### config.mk
export PLATFORM = sky130hd
export DESIGN_NAME = exe_stage
export DESIGN_NICKNAME = d
export VERILOG_FILES = /design/src/rtl/arm_pkg.sv /design/src/rtl/val2_generator.sv /design/src/rtl/exe_stage.sv
export SDC_FILE = /design/constraint.sdc
export NUM_CORES = 1
export LEC_CHECK = 0
export ABC_CLOCK_PERIOD_IN_PS = 5800
export CORE_ASPECT_RATIO = 0.8
export CORE_MARGIN = 8
export CORE_UTILIZATION = 58
export CTS_CLUSTER_SIZE = 30
export DETAILED_ROUTE_END_ITERATION = 8
export MAX_ROUTING_LAYER = met4
export PLACE_DENSITY = 0.84
export SLEW_MARGIN = 40
export SYNTH_ARGS = -nofsm -noshare
export SYNTH_HDL_FRONTEND = slang
export SYNTH_SLANG_ARGS = --single-unit
export TNS_END_PERCENT = 5
### constraint.sdc
create_clock -name clk -period 5.8 [get_ports clk]
set_clock_uncertainty 0.2 [all_clocks]
set_input_delay 0.87 -clock clk [delete_from_list [all_inputs] [get_ports clk]]
set_output_delay 0.87 -clock clk [all_outputs]
set_load 0.05 [all_outputs]
### src/rtl/arm_pkg.sv
// arm_pkg: shared constants and helpers for the ARM execute datapath.
//   - ALU command encodings (EXE_*)
//   - shifter type encodings (SH_*)
//   - NZCV status bit indices and a packed status struct
//   - ror32: 32-bit rotate-right used by the operand-2 generator
package arm_pkg;

  localparam int WORD_W = 32;
  localparam int REG_W  = 4;
  localparam int SO_W   = 12;

  localparam logic [3:0] EXE_MOV = 4'b0001;
  localparam logic [3:0] EXE_MVN = 4'b1001;
  localparam logic [3:0] EXE_ADD = 4'b0010;
  localparam logic [3:0] EXE_ADC = 4'b0011;
  localparam logic [3:0] EXE_SUB = 4'b0100;
  localparam logic [3:0] EXE_SBC = 4'b0101;
  localparam logic [3:0] EXE_AND = 4'b0110;
  localparam logic [3:0] EXE_ORR = 4'b0111;
  localparam logic [3:0] EXE_EOR = 4'b1000;

  localparam logic [1:0] SH_LSL = 2'b00;
  localparam logic [1:0] SH_LSR = 2'b01;
  localparam logic [1:0] SH_ASR = 2'b10;
  localparam logic [1:0] SH_ROR = 2'b11;

  localparam int N_BIT = 3;
  localparam int Z_BIT = 2;
  localparam int C_BIT = 1;
  localparam int V_BIT = 0;

  // Field order matches the status port: bit3 = N ... bit0 = V.
  typedef struct packed {
    logic n;
    logic z;
    logic c;
    logic v;
  } nzcv_t;

  function automatic logic [WORD_W-1:0] ror32(input logic [WORD_W-1:0] v,
                                              input logic [4:0]        amt);
    logic [2*WORD_W-1:0] dbl;
    dbl = {v, v} >> amt;
    return dbl[WORD_W-1:0];
  endfunction

endpackage

### src/rtl/val2_generator.sv
// val2_generator: combinational second-operand former for the ALU.
// Ports:
//   imm            in  1   use the rotated 8-bit immediate
//   mem_access     in  1   load/store: use the sign-extended 12-bit offset
//   shift_operand  in  12  shifter operand field
//   val_Rm         in  32  register operand to be shifted
//   val2           out 32  resulting operand 2
module val2_generator
  import arm_pkg::*;
(
  input  logic              imm,
  input  logic              mem_access,
  input  logic [SO_W-1:0]   shift_operand,
  input  logic [WORD_W-1:0] val_Rm,
  output logic [WORD_W-1:0] val2
);

  logic [WORD_W-1:0]        rot_imm;
  logic [WORD_W-1:0]        mem_off;
  logic [WORD_W-1:0]        shifted;
  logic signed [WORD_W-1:0] rm_s;
  logic [4:0]               shift_amt;
  logic [1:0]               shift_type;

  assign shift_amt  = shift_operand[11:7];
  assign shift_type = shift_operand[6:5];
  assign rm_s       = val_Rm;

  // Rotation amount is twice the 4-bit field, so append a zero LSB.
  assign rot_imm = ror32({24'b0, shift_operand[7:0]}, {shift_operand[11:8], 1'b0});
  assign mem_off = {{(WORD_W-SO_W){shift_operand[SO_W-1]}}, shift_operand};

  // A zero amount falls out of every shift type unchanged, so no special case.
  always_comb begin
    shifted = val_Rm;
    case (shift_type)
      SH_LSL:  shifted = val_Rm << shift_amt;
      SH_LSR:  shifted = val_Rm >> shift_amt;
      SH_ASR:  shifted = rm_s >>> shift_amt;
      SH_ROR:  shifted = ror32(val_Rm, shift_amt);
      default: shifted = val_Rm;
    endcase
  end

  always_comb begin
    if (imm)
      val2 = rot_imm;
    else if (mem_access)
      val2 = mem_off;
    else
      val2 = shifted;
  end

endmodule

### src/rtl/exe_stage.sv
// exe_stage: execute stage of the 5-stage ARM pipeline.
// Forms operand 2, runs the ALU, keeps the NZCV status register, resolves
// branches, and registers results into the EXE/MEM register.
// Ports:
//   clk, rst            clock; asynchronous active-high reset
//   freeze              hold EXE/MEM and status (hazard stall)
//   PC_in               PC carried with the instruction
//   wb_en_in .. imm_in  decoded control bits
//   exec_cmd_in         ALU command
//   val_Rn_in/val_Rm_in register operands
//   Rd_in               destination register
//   shift_operand_in    shifter operand field
//   signed_imm_24_in    branch offset (words)
//   branch_taken        combinational, equals B_in
//   branch_addr         combinational branch target
//   status              registered NZCV
//   wb_en_out, mem_r_out, mem_w_out, alu_res_out, val_Rm_out, Rd_out
//                       EXE/MEM register outputs
module exe_stage
  import arm_pkg::*;
(
  input  logic              clk,
  input  logic              rst,
  input  logic              freeze,
  input  logic [WORD_W-1:0] PC_in,
  input  logic              wb_en_in,
  input  logic              mem_r_in,
  input  logic              mem_w_in,
  input  logic              B_in,
  input  logic              S_in,
  input  logic              imm_in,
  input  logic [3:0]        exec_cmd_in,
  input  logic [WORD_W-1:0] val_Rn_in,
  input  logic [WORD_W-1:0] val_Rm_in,
  input  logic [REG_W-1:0]  Rd_in,
  input  logic [SO_W-1:0]   shift_operand_in,
  input  logic [23:0]       signed_imm_24_in,
  output logic              branch_taken,
  output logic [WORD_W-1:0] branch_addr,
  output logic [3:0]        status,
  output logic              wb_en_out,
  output logic              mem_r_out,
  output logic              mem_w_out,
  output logic [WORD_W-1:0] alu_res_out,
  output logic [WORD_W-1:0] val_Rm_out,
  output logic [REG_W-1:0]  Rd_out
);

  function automatic logic add_ovf(input logic signed [WORD_W-1:0] a,
                                   input logic signed [WORD_W-1:0] b,
                                   input logic signed [WORD_W-1:0] r);
    return (a[WORD_W-1] == b[WORD_W-1]) && (r[WORD_W-1] != a[WORD_W-1]);
  endfunction

  function automatic logic sub_ovf(input logic signed [WORD_W-1:0] a,
                                   input logic signed [WORD_W-1:0] b,
                                   input logic signed [WORD_W-1:0] r);
    return (a[WORD_W-1] != b[WORD_W-1]) && (r[WORD_W-1] != a[WORD_W-1]);
  endfunction

  // ---- Stage p0: operand 2, ALU, flags, branch target (combinational) ----
  logic [WORD_W-1:0]        val2_p0;
  logic [WORD_W-1:0]        alu_res_p0;
  logic [WORD_W:0]          ext_p0;
  logic                     carry_q;
  logic signed [WORD_W-1:0] br_off_p0;
  nzcv_t                    flags_p0;
  nzcv_t                    status_q;

  val2_generator u_val2 (
    .imm           (imm_in),
    .mem_access    (mem_r_in | mem_w_in),
    .shift_operand (shift_operand_in),
    .val_Rm        (val_Rm_in),
    .val2          (val2_p0)
  );

  // ADC/SBC consume the carry as registered before this instruction's update.
  assign carry_q = status_q.c;

  always_comb begin
    alu_res_p0 = '0;
    ext_p0     = '0;
    flags_p0.c = status_q.c;
    flags_p0.v = status_q.v;
    case (exec_cmd_in)
      EXE_MOV: alu_res_p0 = val2_p0;
      EXE_MVN: alu_res_p0 = ~val2_p0;
      EXE_ADD, EXE_ADC: begin
        ext_p0 = {1'b0, val_Rn_in} + {1'b0, val2_p0}
               + {{WORD_W{1'b0}}, (exec_cmd_in == EXE_ADC) & carry_q};
        alu_res_p0 = ext_p0[WORD_W-1:0];
        flags_p0.c = ext_p0[WORD_W];
        flags_p0.v = add_ovf(val_Rn_in, val2_p0, alu_res_p0);
      end
      EXE_SUB, EXE_SBC: begin
        // Bit 32 of the 33-bit difference is the borrow; C is its inverse.
        ext_p0 = {1'b0, val_Rn_in} - {1'b0, val2_p0}
               - {{WORD_W{1'b0}}, (exec_cmd_in == EXE_SBC) & ~carry_q};
        alu_res_p0 = ext_p0[WORD_W-1:0];
        flags_p0.c = ~ext_p0[WORD_W];
        flags_p0.v = sub_ovf(val_Rn_in, val2_p0, alu_res_p0);
      end
      EXE_AND: alu_res_p0 = val_Rn_in & val2_p0;
      EXE_ORR: alu_res_p0 = val_Rn_in | val2_p0;
      EXE_EOR: alu_res_p0 = val_Rn_in ^ val2_p0;
      default: alu_res_p0 = '0;
    endcase
    flags_p0.n = alu_res_p0[WORD_W-1];
    flags_p0.z = (alu_res_p0 == '0);
  end

  assign br_off_p0    = {{6{signed_imm_24_in[23]}}, signed_imm_24_in, 2'b00};
  assign branch_addr  = PC_in + br_off_p0;
  assign branch_taken = B_in;

  // ---- Stage p1: status register and EXE/MEM register ----
  logic              wb_en_p1;
  logic              mem_r_p1;
  logic              mem_w_p1;
  logic [WORD_W-1:0] alu_res_p1;
  logic [WORD_W-1:0] val_Rm_p1;
  logic [REG_W-1:0]  Rd_p1;

  always_ff @(posedge clk or posedge rst) begin
    if (rst)
      status_q <= '0;
    else if (S_in && !freeze)
      status_q <= flags_p0;
  end

  always_ff @(posedge clk or posedge rst) begin
    if (rst) begin
      wb_en_p1   <= 1'b0;
      mem_r_p1   <= 1'b0;
      mem_w_p1   <= 1'b0;
      alu_res_p1 <= '0;
      val_Rm_p1  <= '0;
      Rd_p1      <= '0;
    end else if (!freeze) begin
      wb_en_p1   <= wb_en_in;
      mem_r_p1   <= mem_r_in;
      mem_w_p1   <= mem_w_in;
      alu_res_p1 <= alu_res_p0;
      val_Rm_p1  <= val_Rm_in;
      Rd_p1      <= Rd_in;
    end
  end

  assign status      = status_q;
  assign wb_en_out   = wb_en_p1;
  assign mem_r_out   = mem_r_p1;
  assign mem_w_out   = mem_w_p1;
  assign alu_res_out = alu_res_p1;
  assign val_Rm_out  = val_Rm_p1;
  assign Rd_out      = Rd_p1;

endmodule
==> impl_metrics.ini, run 1 <==
[placement]
gp_congestion = 1.48
dp.cells = 3526
hpwl_um = 80000
placed_cell_area_sq_um = 25700
port-buffer-count = 250

[synth]
syn_nets = 2624
syn_area_sq_um = 17800
ys_seq_area_frac = 0.105
synth.distinct_cells = 102
yosys_register_bits = 75
ys_async_sr_fraction = 1.00
syn_inst = 2315
yosysWarnings = 0
synth_edf_count = 0
synth_area_per_cell_sq_um = 7.70
synth_flop_cell = dfrtp_1

[grt]
grt_max_degree = 47
grt_pass1_wl_um = 243000
overflow = 937
track_usage = 0.897
grt_pass1_vias = 34200

[clock_network]
cts-root-buf = clkbuf_16
cts.path.max_buffers = 2
cts_hold_buf = 0
cts_buffers = 9
cts_htree_levels = 3
cts.sinks = 75

[outcome]
stop_stage = global routing (5_1_grt)
status = did not finish
error = [ERROR GRT-0116] Global routing finished with congestion. Check the congestion regions in the DRC Viewer.

[die]
ioPinCount = 257
start_util = 0.588
die_x_um = 212
die_h_um = 173
rows = 57
-- routing by layer --
| layer | GRT overflow | global-route usage |
|---|---|---|
| met1 | 171 | 0.890 |
| met2 | 462 | 0.974 |
| met3 | 148 | 0.852 |
| met4 | 156 | 0.821 |
| met5 | - | - |
-- per-stage QoR --
step / setup TNS [ns] / hold slack (ns) / worst slack (ns) / util
4_1_cts: -1.52 / 0.290 / -0.305 / 0.902
3_5_place_dp: -23.23 / 0.270 / -1.45 / 0.848
3_3_place_gp: -13.55 / 0.269 / -1.06 / 0.847
2_1_floorplan: -0.502 / 0.306 / -0.186 / -
-- synth_stat cells, types with 42 or more instances --
cell type  number  area (sq um)
nand3_1        51           255
nor3_1         45           225
nand2_1       162           608
clkbuf_1      119           447
ha_1          155          1940
mux4_2         68          1530
mux2i_1       105          1050
nor2_1        195           732
inv_1         176           661
mux2_2         70           788
xnor2_1        62           543
a21oi_1       146           731
dfrtp_1        75          1880
a211oi_1       42           315
o21ai_0       109           546
-- kinds of logic after synthesis --
logic type | Yosys count | share of synthesized area
buf+inv | 365 | 0.0868
fa+ha+maj | 160 | 0.114
xor+xnor | 77 | 0.0378
mux | 248 | 0.193
compound gates | 723 | 0.281
flops | 75 | 0.105
simple gates | 667 | 0.182
-- timing repair --
item | CTS
gates resized for setup | 260
gates cloned | 1
pin swaps | 69
setup buffers | 40
endpoints found under the setup margin | 27
==> inputs of run 2 (changes only) <==
CORE_ASPECT_RATIO = not set   (was 0.8)
CORE_UTILIZATION = 40   (was 58)
CTS_CLUSTER_SIZE = not set   (was 30)
MAX_ROUTING_LAYER = not set   (was met4)
PLACE_DENSITY = not set   (was 0.84)
PLACE_DENSITY_LB_ADDON = 0.15   (was not set)
==> impl_metrics.ini, run 2 <==
[synth]
ys_async_sr_fraction = 1.00
syn_inst = 2315
ys_seq_area_frac = 0.105
yosys_register_bits = 75
synth_flop_cell = dfrtp_1
syn_area_sq_um = 17800
yosysWarnings = 0
synth.top_cell.area_share = 0.109
syn_nets = 2624
synth_edf_count = 0
synth_area_per_cell_sq_um = 7.70
synth_common_cells = 195 x nor2_1, 176 x inv_1, 162 x nand2_1
synth_area_leaders = ha_1 11%, dfrtp_1 11%, mux4_2 8.6%
synth_top_cell_by_area = ha_1
synth.most_common_cell = nor2_1
synth.distinct_cells = 102

[detailed_routing]
drtPass1Iterations = 6
post-route-drc-count = 0
avgViaCountPerCell = 6.29
wirelength_um = 108000
first_iter_violations = 2546
vias = 24100
ant_nets = 0
wl_per_cell_um = 28.1

[clock_network]
path_clk_slew_ns = 0.07
cts_htree_levels = 3
cts.sinks = 75
cts_buffers = 9
clock_latency_ns = 0.38
cts_tree = yes
cts-root-buf = clkbuf_16
cts.path.max_buffers = 2

[setup_path]
crit_slowest_cell = fa_1
crit_path_frequent_cell = a21oi_1
path_buf_inv = 2
worstPathMaxFanout = 5
cpPeakStageDelay_ns = 0.58
endpoint_kind = flip-flop
cp_data_arrival_time_ns = 6.38
cp-start-kind = primary input
path_delay_family = compound AO/OA/AOI/OAI gates
cp_cell_sequence = dlygate4sd2_1 > mux4_2 > mux2i_4 > mux2_4 > a221oi_2 > a21o_4 > fa_1 > inv_1 > ha_2 > or2_4 > fa_2 > nand2b_4 > a21o_1 > a311o_1 > a21oi_1 > o31a_1 > o221ai_1 > a21oi_1 > nand4_1 > nor4_4 > nand2_1 > o31ai_2
critPathKind = in -> reg
critical_path_required_ns = 5.89

[finish]
final_cell_mix = 803 x buf_4, 196 x clkdlybuf4s50_1, 187 x nor2_1, 167 x inv_1, 161 x nand2_1
final_common_cell = buf_4
nets = 3548
drive_gt1_frac = 0.387
syn_to_final_growth_pct = 59.9
layout.cells.non_filler = 3837

[die]
die_x_um = 227
rows = 77
coreArea_sq_um = 44100
die_h_um = 227
start_util = 0.404
ioPinCount = 257
dieArea_sq_um = 51600

[sta]
finalSetupViolations = 10
fmax_mhz = 159
post-route-worst-setup-slack_ns = -0.492
rsz0062_at_grt = true
fin_crit_sh = 1.08
slew_headroom = 0.503
final-hold-violation-count = 0
tightest_slew_ns = 0.741
fin_crit_ns = 6.29
final_max_slew_viol_count = 0

[power]
p_leak_nw = 12.7
power_density_nw_per_um2 = 193
peakVddDrop_uv = 171

[placement]
dp.cells = 3762
gp_congestion = 1.09
dp_slack_ns = -1.49
port-buffer-count = 250
hpwl_um = 86400

[grt]
grt_max_degree = 46
overflow = 0
grt_pass1_wl_um = 156000
track_usage = 0.403
antenna_found_initial = 2
grt_pass1_vias = 24600

[outcome]
violations = negative setup slack
status = finished, violations left

[job]
maxCapViolCount = 0

[worst_hold_path]
min_path_type = reg -> reg
run 2: cell counts after synthesis:
No cell type changed its count.
run 2: report_power, final:
group	leakage [nW]	switching [mW]	internal [mW]
sequential	0.897	0.0504	0.597
combinational	11.7	2.35	1.89
clock	0.143	0.276	0.334
run 2: final timing paths:
path	to	start	slack, ns	cells past startpoint
setup / recovery	status[2]$_DFFE_PP0P_	val_Rm_in[16]	-0.49	22
hold / removal	alu_res_out[12]$_DFFE_PP0N_	alu_res_out[12]$_DFFE_PP0N_	0.28	1
setup reg to reg	status[2]$_DFFE_PP0P_	carry_q$_DFFE_PP0P_	0.72	16
hold reg to reg	alu_res_out[12]$_DFFE_PP0N_	alu_res_out[12]$_DFFE_PP0N_	0.28	1
max in group asynchronous	alu_res_out[10]$_DFFE_PP0N_	rst	3.64	3
min in group asynchronous	val_Rm_out[16]$_DFFE_PP0N_	rst	0.66	2
run 2: routing by layer:
layer | share of wire | global-route usage
met4 | 0.099 | 0.316
met1 | 0.36 | 0.454
met2 | 0.45 | 0.657
met5 | 0.00029 | 0
met3 | 0.090 | 0.0900
run 2: kinds of logic (layout without fill, tap and decap cells):
logic type	Yosys count	in the layout	synth area share
flops	75	75	0.105
buf+inv	365	1294	0.0868
xor+xnor	77	77	0.0378
mux	248	248	0.193
other cells	0	1	0
fa+ha+maj	160	160	0.114
simple gates	667	667	0.182
compound gates	723	723	0.281
run 2: through the flow:
stage | util | power (mW) | setup TNS [ns] | hold slack (ns) | cell area, sq um
global placement | 0.599 | 4.40 | -22.61 | 0.260 | 26500
floorplan | - | 2.64 | -0.502 | 0.306 | 17900
detailed placement | 0.600 | 4.45 | -26.39 | 0.267 | 26500
global route | 0.646 | 5.71 | -4.50 | 0.289 | 28500
CTS | 0.630 | 5.25 | -2.22 | 0.280 | 27800
finish | 0.646 | 5.50 | -2.78 | 0.276 | 28500
run 2: cell type report:
class,count,area [sq um]
multi-input cells,1875,15600
fillers,3784,15600
repair buffers,1100,9320
flip-flops and latches,75,1880
well taps,592,741
inverters,178,669
clock buffers,10,229
clock inverters,6,65.1
diodes,1,2.50
run 2: what timing repair did:
item                                    4_1_cts  5_1_grt
hold buffers                                  0        0
resized for setup                           197      122
hold endpoints to repair                      0        0
endpoints found under the setup margin       27       27
pin swaps                                    61       79
setup buffers                                35       22
cloned                                        3        0
Note: power is estimated with default switching activity, not from simulation.
